File: src/rtl/clint_pkg.sv
// Shared constants and FSM state types for the AXI core-local interruptor.
package clint_pkg;

    localparam int unsigned OFF_W  = 13;
    localparam int unsigned DATA_W = 64;
    localparam int unsigned STRB_W = 8;

    localparam logic [OFF_W-1:0] CLINT_MSIP_OFF     = 13'h0000;
    localparam logic [OFF_W-1:0] CLINT_MTIMECMP_OFF = 13'h0800;
    localparam logic [OFF_W-1:0] CLINT_MTIME_OFF    = 13'h17FF;

    localparam logic [1:0] AXI_RESP_OKAY   = 2'b00;
    localparam logic [1:0] AXI_RESP_SLVERR = 2'b10;

    typedef enum logic { W_IDLE, W_RESP } wr_state_t;
    typedef enum logic { R_IDLE, R_DATA } rd_state_t;

    function automatic logic off_valid(input logic [OFF_W-1:0] off);
        return (off == CLINT_MSIP_OFF) || (off == CLINT_MTIMECMP_OFF) ||
               (off == CLINT_MTIME_OFF);
    endfunction

endpackage

File: src/rtl/axi_clint_if.sv
// Single-beat AXI4 slave port bundle for the CLINT register block.
interface axi_clint_if #(
    parameter int unsigned ADDR_W = 32
);
    logic              s_awvalid;
    logic              s_awready;
    logic [ADDR_W-1:0] s_awaddr;
    logic [2:0]        s_awsize;
    logic              s_wvalid;
    logic              s_wready;
    logic [63:0]       s_wdata;
    logic [7:0]        s_wstrb;
    logic              s_wlast;
    logic              s_bvalid;
    logic              s_bready;
    logic [1:0]        s_bresp;
    logic              s_arvalid;
    logic              s_arready;
    logic [ADDR_W-1:0] s_araddr;
    logic [2:0]        s_arsize;
    logic              s_rvalid;
    logic              s_rready;
    logic [63:0]       s_rdata;
    logic [1:0]        s_rresp;
    logic              s_rlast;

    modport master (
        output s_awvalid, s_awaddr, s_awsize, s_wvalid, s_wdata, s_wstrb, s_wlast,
               s_bready, s_arvalid, s_araddr, s_arsize, s_rready,
        input  s_awready, s_wready, s_bvalid, s_bresp, s_arready, s_rvalid,
               s_rdata, s_rresp, s_rlast
    );

    modport slave (
        input  s_awvalid, s_awaddr, s_awsize, s_wvalid, s_wdata, s_wstrb, s_wlast,
               s_bready, s_arvalid, s_araddr, s_arsize, s_rready,
        output s_awready, s_wready, s_bvalid, s_bresp, s_arready, s_rvalid,
               s_rdata, s_rresp, s_rlast
    );
endinterface

File: src/rtl/clint_timebase.sv
// Prescaled 64-bit machine timer with a byte-strobed write port.
module clint_timebase
    import clint_pkg::*;
#(
    parameter int unsigned TICK_DIV = 100
) (
    input  logic              clk,
    input  logic              reset_n,
    input  logic              wr_en,
    input  logic [DATA_W-1:0] wr_data,
    input  logic [STRB_W-1:0] wr_strb,
    output logic [DATA_W-1:0] mtime,
    output logic              tick_c
);
    localparam int unsigned PRE_W = (TICK_DIV > 1) ? $clog2(TICK_DIV) : 1;
    localparam logic [PRE_W-1:0] PRE_MAX = PRE_W'(TICK_DIV - 1);

    logic [PRE_W-1:0]  pre_q;
    logic [DATA_W-1:0] mtime_n;

    assign tick_c = (pre_q == PRE_MAX);

    // Written bytes override the incremented value; unwritten bytes keep the tick.
    always_comb begin
        mtime_n = tick_c ? (mtime + 64'd1) : mtime;
        for (int i = 0; i < STRB_W; i++) begin
            if (wr_en && wr_strb[i]) mtime_n[i*8 +: 8] = wr_data[i*8 +: 8];
        end
    end

    always_ff @(posedge clk or negedge reset_n) begin
        if (!reset_n) begin
            pre_q <= '0;
            mtime <= '0;
        end else begin
            pre_q <= tick_c ? '0 : pre_q + PRE_W'(1);
            mtime <= mtime_n;
        end
    end
endmodule

File: src/rtl/axi_clint.sv
// AXI4 core-local interruptor: msip, mtimecmp and mtime with timer/software interrupts.
module axi_clint
    import clint_pkg::*;
#(
    parameter int unsigned TICK_DIV = 100,
    parameter int unsigned ADDR_W   = 32
) (
    input  logic              clk,
    input  logic              reset_n,
    axi_clint_if.slave        s,
    output logic [DATA_W-1:0] mtime,
    output logic              irq_m_timer,
    output logic              irq_m_software
);
    wr_state_t         w_state_q, w_state_n;
    logic              aw_lat_q, aw_lat_n, w_lat_q, w_lat_n;
    logic [OFF_W-1:0]  aw_off_q, aw_off_n;
    logic [DATA_W-1:0] wdata_q, wdata_n;
    logic [STRB_W-1:0] wstrb_q, wstrb_n;
    logic              awready_q, awready_n, wready_q, wready_n;
    logic              bvalid_q, bvalid_n;
    logic [1:0]        bresp_q, bresp_n;

    rd_state_t         r_state_q, r_state_n;
    logic              arready_q, arready_n, rvalid_q, rvalid_n;
    logic [DATA_W-1:0] rdata_q, rdata_n, rd_data_c;
    logic [1:0]        rresp_q, rresp_n, rd_resp_c;

    logic [DATA_W-1:0] mtimecmp_q;
    logic              msip_q;
    logic              aw_hs_c, w_hs_c, ar_hs_c, aw_have_c, w_have_c, commit_c;
    logic [OFF_W-1:0]  wr_off_c, rd_off_c;
    logic [DATA_W-1:0] wr_data_c;
    logic [STRB_W-1:0] wr_strb_c;
    logic              tick_c, unused_c;

    assign unused_c = ^{s.s_awsize, s.s_arsize, s.s_wlast, s.s_awaddr[ADDR_W-1:16],
                        s.s_awaddr[2:0], s.s_araddr[ADDR_W-1:16], s.s_araddr[2:0], tick_c};

    assign s.s_awready = awready_q;
    assign s.s_wready  = wready_q;
    assign s.s_bvalid  = bvalid_q;
    assign s.s_bresp   = bresp_q;
    assign s.s_arready = arready_q;
    assign s.s_rvalid  = rvalid_q;
    assign s.s_rdata   = rdata_q;
    assign s.s_rresp   = rresp_q;
    assign s.s_rlast   = rvalid_q;

    // Merge latched and same-cycle AW/W beats into one write command.
    assign aw_hs_c   = s.s_awvalid & awready_q;
    assign w_hs_c    = s.s_wvalid & wready_q;
    assign aw_have_c = aw_lat_q | aw_hs_c;
    assign w_have_c  = w_lat_q | w_hs_c;
    assign commit_c  = (w_state_q == W_IDLE) && aw_have_c && w_have_c;
    assign wr_off_c  = aw_lat_q ? aw_off_q : s.s_awaddr[15:3];
    assign wr_data_c = w_lat_q ? wdata_q : s.s_wdata;
    assign wr_strb_c = w_lat_q ? wstrb_q : s.s_wstrb;

    always_comb begin
        w_state_n = w_state_q;
        aw_lat_n  = aw_lat_q;
        w_lat_n   = w_lat_q;
        aw_off_n  = aw_off_q;
        wdata_n   = wdata_q;
        wstrb_n   = wstrb_q;
        awready_n = awready_q;
        wready_n  = wready_q;
        bvalid_n  = bvalid_q;
        bresp_n   = bresp_q;
        case (w_state_q)
            W_IDLE: begin
                if (aw_hs_c) begin
                    aw_lat_n = 1'b1;
                    aw_off_n = s.s_awaddr[15:3];
                end
                if (w_hs_c) begin
                    w_lat_n = 1'b1;
                    wdata_n = s.s_wdata;
                    wstrb_n = s.s_wstrb;
                end
                awready_n = !aw_have_c;
                wready_n  = !w_have_c;
                if (commit_c) begin
                    w_state_n = W_RESP;
                    aw_lat_n  = 1'b0;
                    w_lat_n   = 1'b0;
                    awready_n = 1'b0;
                    wready_n  = 1'b0;
                    bvalid_n  = 1'b1;
                    bresp_n   = off_valid(wr_off_c) ? AXI_RESP_OKAY : AXI_RESP_SLVERR;
                end
            end
            W_RESP: begin
                if (s.s_bready) begin
                    w_state_n = W_IDLE;
                    bvalid_n  = 1'b0;
                    bresp_n   = AXI_RESP_OKAY;
                    awready_n = 1'b1;
                    wready_n  = 1'b1;
                end
            end
            default: w_state_n = W_IDLE;
        endcase
    end

    // Read decode samples register state before any same-cycle write lands.
    assign rd_off_c = s.s_araddr[15:3];
    assign ar_hs_c  = s.s_arvalid & arready_q;

    always_comb begin
        rd_data_c = '0;
        rd_resp_c = AXI_RESP_OKAY;
        case (rd_off_c)
            CLINT_MSIP_OFF:     rd_data_c = {63'd0, msip_q};
            CLINT_MTIMECMP_OFF: rd_data_c = mtimecmp_q;
            CLINT_MTIME_OFF:    rd_data_c = mtime;
            default:            rd_resp_c = AXI_RESP_SLVERR;
        endcase
    end

    always_comb begin
        r_state_n = r_state_q;
        arready_n = arready_q;
        rvalid_n  = rvalid_q;
        rdata_n   = rdata_q;
        rresp_n   = rresp_q;
        case (r_state_q)
            R_IDLE: begin
                arready_n = 1'b1;
                if (ar_hs_c) begin
                    r_state_n = R_DATA;
                    arready_n = 1'b0;
                    rvalid_n  = 1'b1;
                    rdata_n   = rd_data_c;
                    rresp_n   = rd_resp_c;
                end
            end
            R_DATA: begin
                if (s.s_rready) begin
                    r_state_n = R_IDLE;
                    arready_n = 1'b1;
                    rvalid_n  = 1'b0;
                    rdata_n   = '0;
                    rresp_n   = AXI_RESP_OKAY;
                end
            end
            default: r_state_n = R_IDLE;
        endcase
    end

    always_ff @(posedge clk or negedge reset_n) begin
        if (!reset_n) begin
            w_state_q <= W_IDLE;
            aw_lat_q  <= 1'b0;
            w_lat_q   <= 1'b0;
            aw_off_q  <= '0;
            wdata_q   <= '0;
            wstrb_q   <= '0;
            awready_q <= 1'b0;
            wready_q  <= 1'b0;
            bvalid_q  <= 1'b0;
            bresp_q   <= AXI_RESP_OKAY;
            r_state_q <= R_IDLE;
            arready_q <= 1'b0;
            rvalid_q  <= 1'b0;
            rdata_q   <= '0;
            rresp_q   <= AXI_RESP_OKAY;
        end else begin
            w_state_q <= w_state_n;
            aw_lat_q  <= aw_lat_n;
            w_lat_q   <= w_lat_n;
            aw_off_q  <= aw_off_n;
            wdata_q   <= wdata_n;
            wstrb_q   <= wstrb_n;
            awready_q <= awready_n;
            wready_q  <= wready_n;
            bvalid_q  <= bvalid_n;
            bresp_q   <= bresp_n;
            r_state_q <= r_state_n;
            arready_q <= arready_n;
            rvalid_q  <= rvalid_n;
            rdata_q   <= rdata_n;
            rresp_q   <= rresp_n;
        end
    end

    // Compare and software registers plus registered interrupt outputs.
    always_ff @(posedge clk or negedge reset_n) begin
        if (!reset_n) begin
            mtimecmp_q     <= '1;
            msip_q         <= 1'b0;
            irq_m_timer    <= 1'b0;
            irq_m_software <= 1'b0;
        end else begin
            if (commit_c && (wr_off_c == CLINT_MTIMECMP_OFF)) begin
                for (int i = 0; i < STRB_W; i++) begin
                    if (wr_strb_c[i]) mtimecmp_q[i*8 +: 8] <= wr_data_c[i*8 +: 8];
                end
            end
            if (commit_c && (wr_off_c == CLINT_MSIP_OFF) && wr_strb_c[0]) begin
                msip_q <= wr_data_c[0];
            end
            irq_m_timer    <= (mtime >= mtimecmp_q);
            irq_m_software <= msip_q;
        end
    end

    clint_timebase #(
        .TICK_DIV (TICK_DIV)
    ) u_timebase (
        .clk     (clk),
        .reset_n (reset_n),
        .wr_en   (commit_c && (wr_off_c == CLINT_MTIME_OFF)),
        .wr_data (wr_data_c),
        .wr_strb (wr_strb_c),
        .mtime   (mtime),
        .tick_c  (tick_c)
    );
endmodule

File: src/flat_wrapper.sv
// flat-port wrapper written by rule: the top's interface ports become plain ports
module axi_clint_flat import clint_pkg::*;
#(
    parameter int unsigned TICK_DIV = 100,
    parameter int unsigned ADDR_W   = 32
)
  (clk, reset_n, mtime, irq_m_timer, irq_m_software, s_s_awvalid, s_s_awaddr, s_s_awsize, s_s_wvalid, s_s_wdata, s_s_wstrb, s_s_wlast, s_s_bready, s_s_arvalid, s_s_araddr, s_s_arsize, s_s_rready, s_s_awready, s_s_wready, s_s_bvalid, s_s_bresp, s_s_arready, s_s_rvalid, s_s_rdata, s_s_rresp, s_s_rlast);
  axi_clint_if #(.ADDR_W(ADDR_W)) s_i ();
  input  logic clk;
  input  logic reset_n;
  output logic [DATA_W-1:0] mtime;
  output logic irq_m_timer;
  output logic irq_m_software;
  input wire logic [$bits(s_i.s_awvalid)-1:0] s_s_awvalid;
  input wire logic [$bits(s_i.s_awaddr)-1:0] s_s_awaddr;
  input wire logic [$bits(s_i.s_awsize)-1:0] s_s_awsize;
  input wire logic [$bits(s_i.s_wvalid)-1:0] s_s_wvalid;
  input wire logic [$bits(s_i.s_wdata)-1:0] s_s_wdata;
  input wire logic [$bits(s_i.s_wstrb)-1:0] s_s_wstrb;
  input wire logic [$bits(s_i.s_wlast)-1:0] s_s_wlast;
  input wire logic [$bits(s_i.s_bready)-1:0] s_s_bready;
  input wire logic [$bits(s_i.s_arvalid)-1:0] s_s_arvalid;
  input wire logic [$bits(s_i.s_araddr)-1:0] s_s_araddr;
  input wire logic [$bits(s_i.s_arsize)-1:0] s_s_arsize;
  input wire logic [$bits(s_i.s_rready)-1:0] s_s_rready;
  output wire logic [$bits(s_i.s_awready)-1:0] s_s_awready;
  output wire logic [$bits(s_i.s_wready)-1:0] s_s_wready;
  output wire logic [$bits(s_i.s_bvalid)-1:0] s_s_bvalid;
  output wire logic [$bits(s_i.s_bresp)-1:0] s_s_bresp;
  output wire logic [$bits(s_i.s_arready)-1:0] s_s_arready;
  output wire logic [$bits(s_i.s_rvalid)-1:0] s_s_rvalid;
  output wire logic [$bits(s_i.s_rdata)-1:0] s_s_rdata;
  output wire logic [$bits(s_i.s_rresp)-1:0] s_s_rresp;
  output wire logic [$bits(s_i.s_rlast)-1:0] s_s_rlast;
  assign s_i.s_awvalid = s_s_awvalid;
  assign s_i.s_awaddr = s_s_awaddr;
  assign s_i.s_awsize = s_s_awsize;
  assign s_i.s_wvalid = s_s_wvalid;
  assign s_i.s_wdata = s_s_wdata;
  assign s_i.s_wstrb = s_s_wstrb;
  assign s_i.s_wlast = s_s_wlast;
  assign s_i.s_bready = s_s_bready;
  assign s_i.s_arvalid = s_s_arvalid;
  assign s_i.s_araddr = s_s_araddr;
  assign s_i.s_arsize = s_s_arsize;
  assign s_i.s_rready = s_s_rready;
  assign s_s_awready = s_i.s_awready;
  assign s_s_wready = s_i.s_wready;
  assign s_s_bvalid = s_i.s_bvalid;
  assign s_s_bresp = s_i.s_bresp;
  assign s_s_arready = s_i.s_arready;
  assign s_s_rvalid = s_i.s_rvalid;
  assign s_s_rdata = s_i.s_rdata;
  assign s_s_rresp = s_i.s_rresp;
  assign s_s_rlast = s_i.s_rlast;
  axi_clint #(.TICK_DIV(TICK_DIV), .ADDR_W(ADDR_W)) u_core (.clk(clk), .reset_n(reset_n), .s(s_i), .mtime(mtime), .irq_m_timer(irq_m_timer), .irq_m_software(irq_m_software));
endmodule
File: config.mk
export PLATFORM = sky130hd
export DESIGN_NAME = axi_clint_flat
export DESIGN_NICKNAME = d
export VERILOG_FILES = /design/src/rtl/clint_pkg.sv /design/src/rtl/axi_clint_if.sv /design/src/rtl/clint_timebase.sv /design/src/rtl/axi_clint.sv /design/src/flat_wrapper.sv
export SDC_FILE = /design/constraint.sdc
export NUM_CORES = 1
export LEC_CHECK = 0
export ABC_CLOCK_PERIOD_IN_PS = 4170
export CORE_UTILIZATION = 47
export DETAILED_ROUTE_END_ITERATION = 12
export GPL_ROUTABILITY_DRIVEN = 0
export HOLD_SLACK_MARGIN = 0.12
export PLACE_DENSITY = 0.73
export SETUP_SLACK_MARGIN = 0.4
export SLEW_MARGIN = 20
export SYNTH_ARGS = -nofsm -noshare
export SYNTH_HDL_FRONTEND = slang
export SYNTH_SLANG_ARGS = --single-unit
File: constraint.sdc
create_clock -name clk -period 4.17 [get_ports clk]
set_clock_uncertainty 0.15 [all_clocks]
set_input_delay 1.0425 -clock clk [delete_from_list [all_inputs] [get_ports clk]]
set_output_delay 1.0425 -clock clk [all_outputs]
set_load 0.02 [all_outputs]
==> flow_summary.ini <==
[die]
coreArea_mm2 = 0.0328
die_w_um = 185
ioPinCount = 290
dieArea_mm2 = 0.0342
die_y_um = 185
initial_core_util_pct = 48.0
rows = 66

[clocking]
cts_tree = done
cts_hold_buf = 0
htreeDepth = 1
insertion_delay_ps = 550
clk_pin_slew_ps = 60
clock-root-buffer = clkbuf_16
cts_made_buffers = 31
cts_resized = 0
cts_buffer_depth = 3
cts_num_sinks = 298
postCtsSetupBuffers = 0

[setup_path]
crit_fanout = 64
critPathLaunchType = input pin
worstSetupEndpointType = register
worst_ep_arrival_time_ps = 3420
required_ps = 4480
worstSetupPathType = input pin to register

[global_route]
grt_pass1_wl_um = 67900
antenna_found_initial = 2
grt_overflow = 0
grt_usage_pct = 25.5
grt_max_degree = 103
first_global_vias = 12306

[sta]
fmax_mhz = 321
hold_viol_final = 0
min_period_ps = 3110
finalMaxSlewViolations = 0
fin_crit_sh_pct = 74.6
fin_setup_tns_ps = 0
worst_pin_slew_ps = 1100
slew_headroom_pct = 26.3
grt_setup_unrepaired = no
finalSetupViolCount = 0

[routing]
vias = 12173
drc = 0
vias_per_cell = 5.70
drt-pass1-iter-count = 6
antenna_left = 0
wl_per_cell_um = 20.2
drt_iter0_drc = 877
wl_um = 43100

[yosys]
yosysTopAreaCellShare_pct = 37.2
mappedNetlistArea_mm2 = 0.0157
synthCells = 1433
yosysSeqAreaShare_pct = 47.9
synth_top_flop_cell = dfrtp_1
synth.distinct_cells = 59
async_reset_ff_share_pct = 100
synth_largest_area_cell = dfrtp_1
synth-edff-count = 0
syn_avg_cell_area_um2 = 11.0
synthTopCellsByArea = dfrtp_1, dfstp_2, mux2i_1, mux2_2, ha_1
yosys_warnings = 0
synth_seq_cells = 298

[min_path]
holdCritPathClass = register to register

[layout]
syn_to_final_growth_pct = 25.7
fillCellCount = 2691
fin_util_pct = 60.4
final_cell_mix = clkdlybuf4s50_1, dfrtp_1, mux2i_1, nand2_1, mux2_2
layout_commonest_cell = clkdlybuf4s50_1
final_nets = 1885
drive_above_1_share_pct = 15.7

[placement]
place_hpwl_um = 29600
portBuffers = 242

[outcome]
status = complete, no violations

[pwr]
peakVddDrop_uv = 328
leakage_nw = 8.55
power_density_mw_per_mm2 = 459

[job]
maxCapViolations = 0
[sequential cells by signal (all words and copies together), names as in the netlist, 7 cells and up]
| register | cells |
|---|---|
| u_core.aw_off_q | 13 |
| u_core.mtimecmp_q | 64 |
| u_core.s.s_rdata | 64 |
| u_core.u_timebase.mtime | 64 |
| u_core.u_timebase.pre_q | 7 |
| u_core.wdata_q | 64 |
| u_core.wstrb_q | 8 |
[area by class of cell]
| cell class | count | area (µm²) | area share [%] |
|---|---|---|---|
| Antenna cell | 2 | 5.00 | 0.0253 |
| Clock buffer | 48 | 930 | 4.70 |
| Clock inverter | 8 | 140 | 0.708 |
| Inverter | 80 | 300 | 1.52 |
| Multi-Input combinational cell | 994 | 7660 | 38.7 |
| Sequential cell | 298 | 7540 | 38.1 |
| Tap cell | 442 | 553 | 2.79 |
| Timing Repair Buffer | 264 | 2670 | 13.5 |
[cell usage after synthesis, types with 4 or more instances]
cell	count
a22oi_1	63
nor2_1	54
a21oi_1	63
and3_1	14
a21o_1	9
mux2_4	5
dfrtp_1	234
and4_1	6
buf_4	8
nor3_1	24
o21ai_0	80
nor4_1	19
xor2_1	43
xnor2_1	21
buf_1	5
nor2_8	8
nand2_1	111
clkbuf_1	31
or3_1	4
mux2_2	94
and2_1	8
nand4_1	47
mux2i_1	162
dfstp_2	64
nor2_2	5
inv_1	80
nand3_1	35
nand4b_1	5
nand2b_1	5
buf_2	17
ha_1	66
[layer usage]
metal | GRT usage [%] | wire length, µm
met5 | 0 | 0
met4 | 7.90 | 1030
met3 | 2.60 | 1910
met1 | 35.4 | 19500
met2 | 41.8 | 20600
[stage by stage]
| stage | setup slack [ps] | area (µm²) | cells | hold slack, ps | power (mW) |
|---|---|---|---|---|---|
| after global placement | 605 | 18700 | 2077 | 251 | 6.13 |
| after floorplan | 1430 | 15800 | 1434 | 220 | 5.35 |
| final | 1060 | 19800 | 2136 | 272 | 9.08 |
| after CTS | 1130 | 19800 | 2133 | 272 | 9.15 |
| after detailed placement | 568 | 18700 | 2077 | 258 | 6.22 |
| after global routing | 958 | 19800 | 2136 | 300 | 9.51 |
[cell families after synthesis]
group	share of synthesized area, %
adder cells (fa/ha/maj)	5.24
AND/OR/NAND/NOR	13.1
buffers and inverters	3.72
XOR/XNOR	3.56
other	0.0238
flip-flops	47.9
AO/OA/AOI/OAI	8.95
multiplexers	17.5
[final timing paths]
check,endpoint,startpoint,slack [ps],cells after the start
setup / recovery,u_core.s.s_rdata[16],s_s_araddr[5],1060,6
hold / removal,u_core.irq_m_software,u_core.msip_q,270,0
setup reg to reg,u_core.u_timebase.mtime[33],u_core.u_timebase.pre_q[0],1230,7
hold reg to reg,u_core.irq_m_software,u_core.msip_q,270,0
max in group asynchronous,u_core.mtimecmp_q[38],reset_n,2510,2
min in group asynchronous,u_core.wdata_q[16],reset_n,420,1
[report_power, final]
group	switching (mW)	internal, mW	leakage (nW)
logic	1.19	1.10	4.51
clock network	1.15	1.76	0.528
registers	0.448	3.43	3.51
total	2.78	6.30	8.55
[critical path, cell delays in order]
cell and delay [ps]:
clkdlybuf4s50_1 490, nand4_1 120, nor4_2 460, buf_4 770
a22oi_1 260, o21ai_0 240
(Power assumes the default switching activity.)
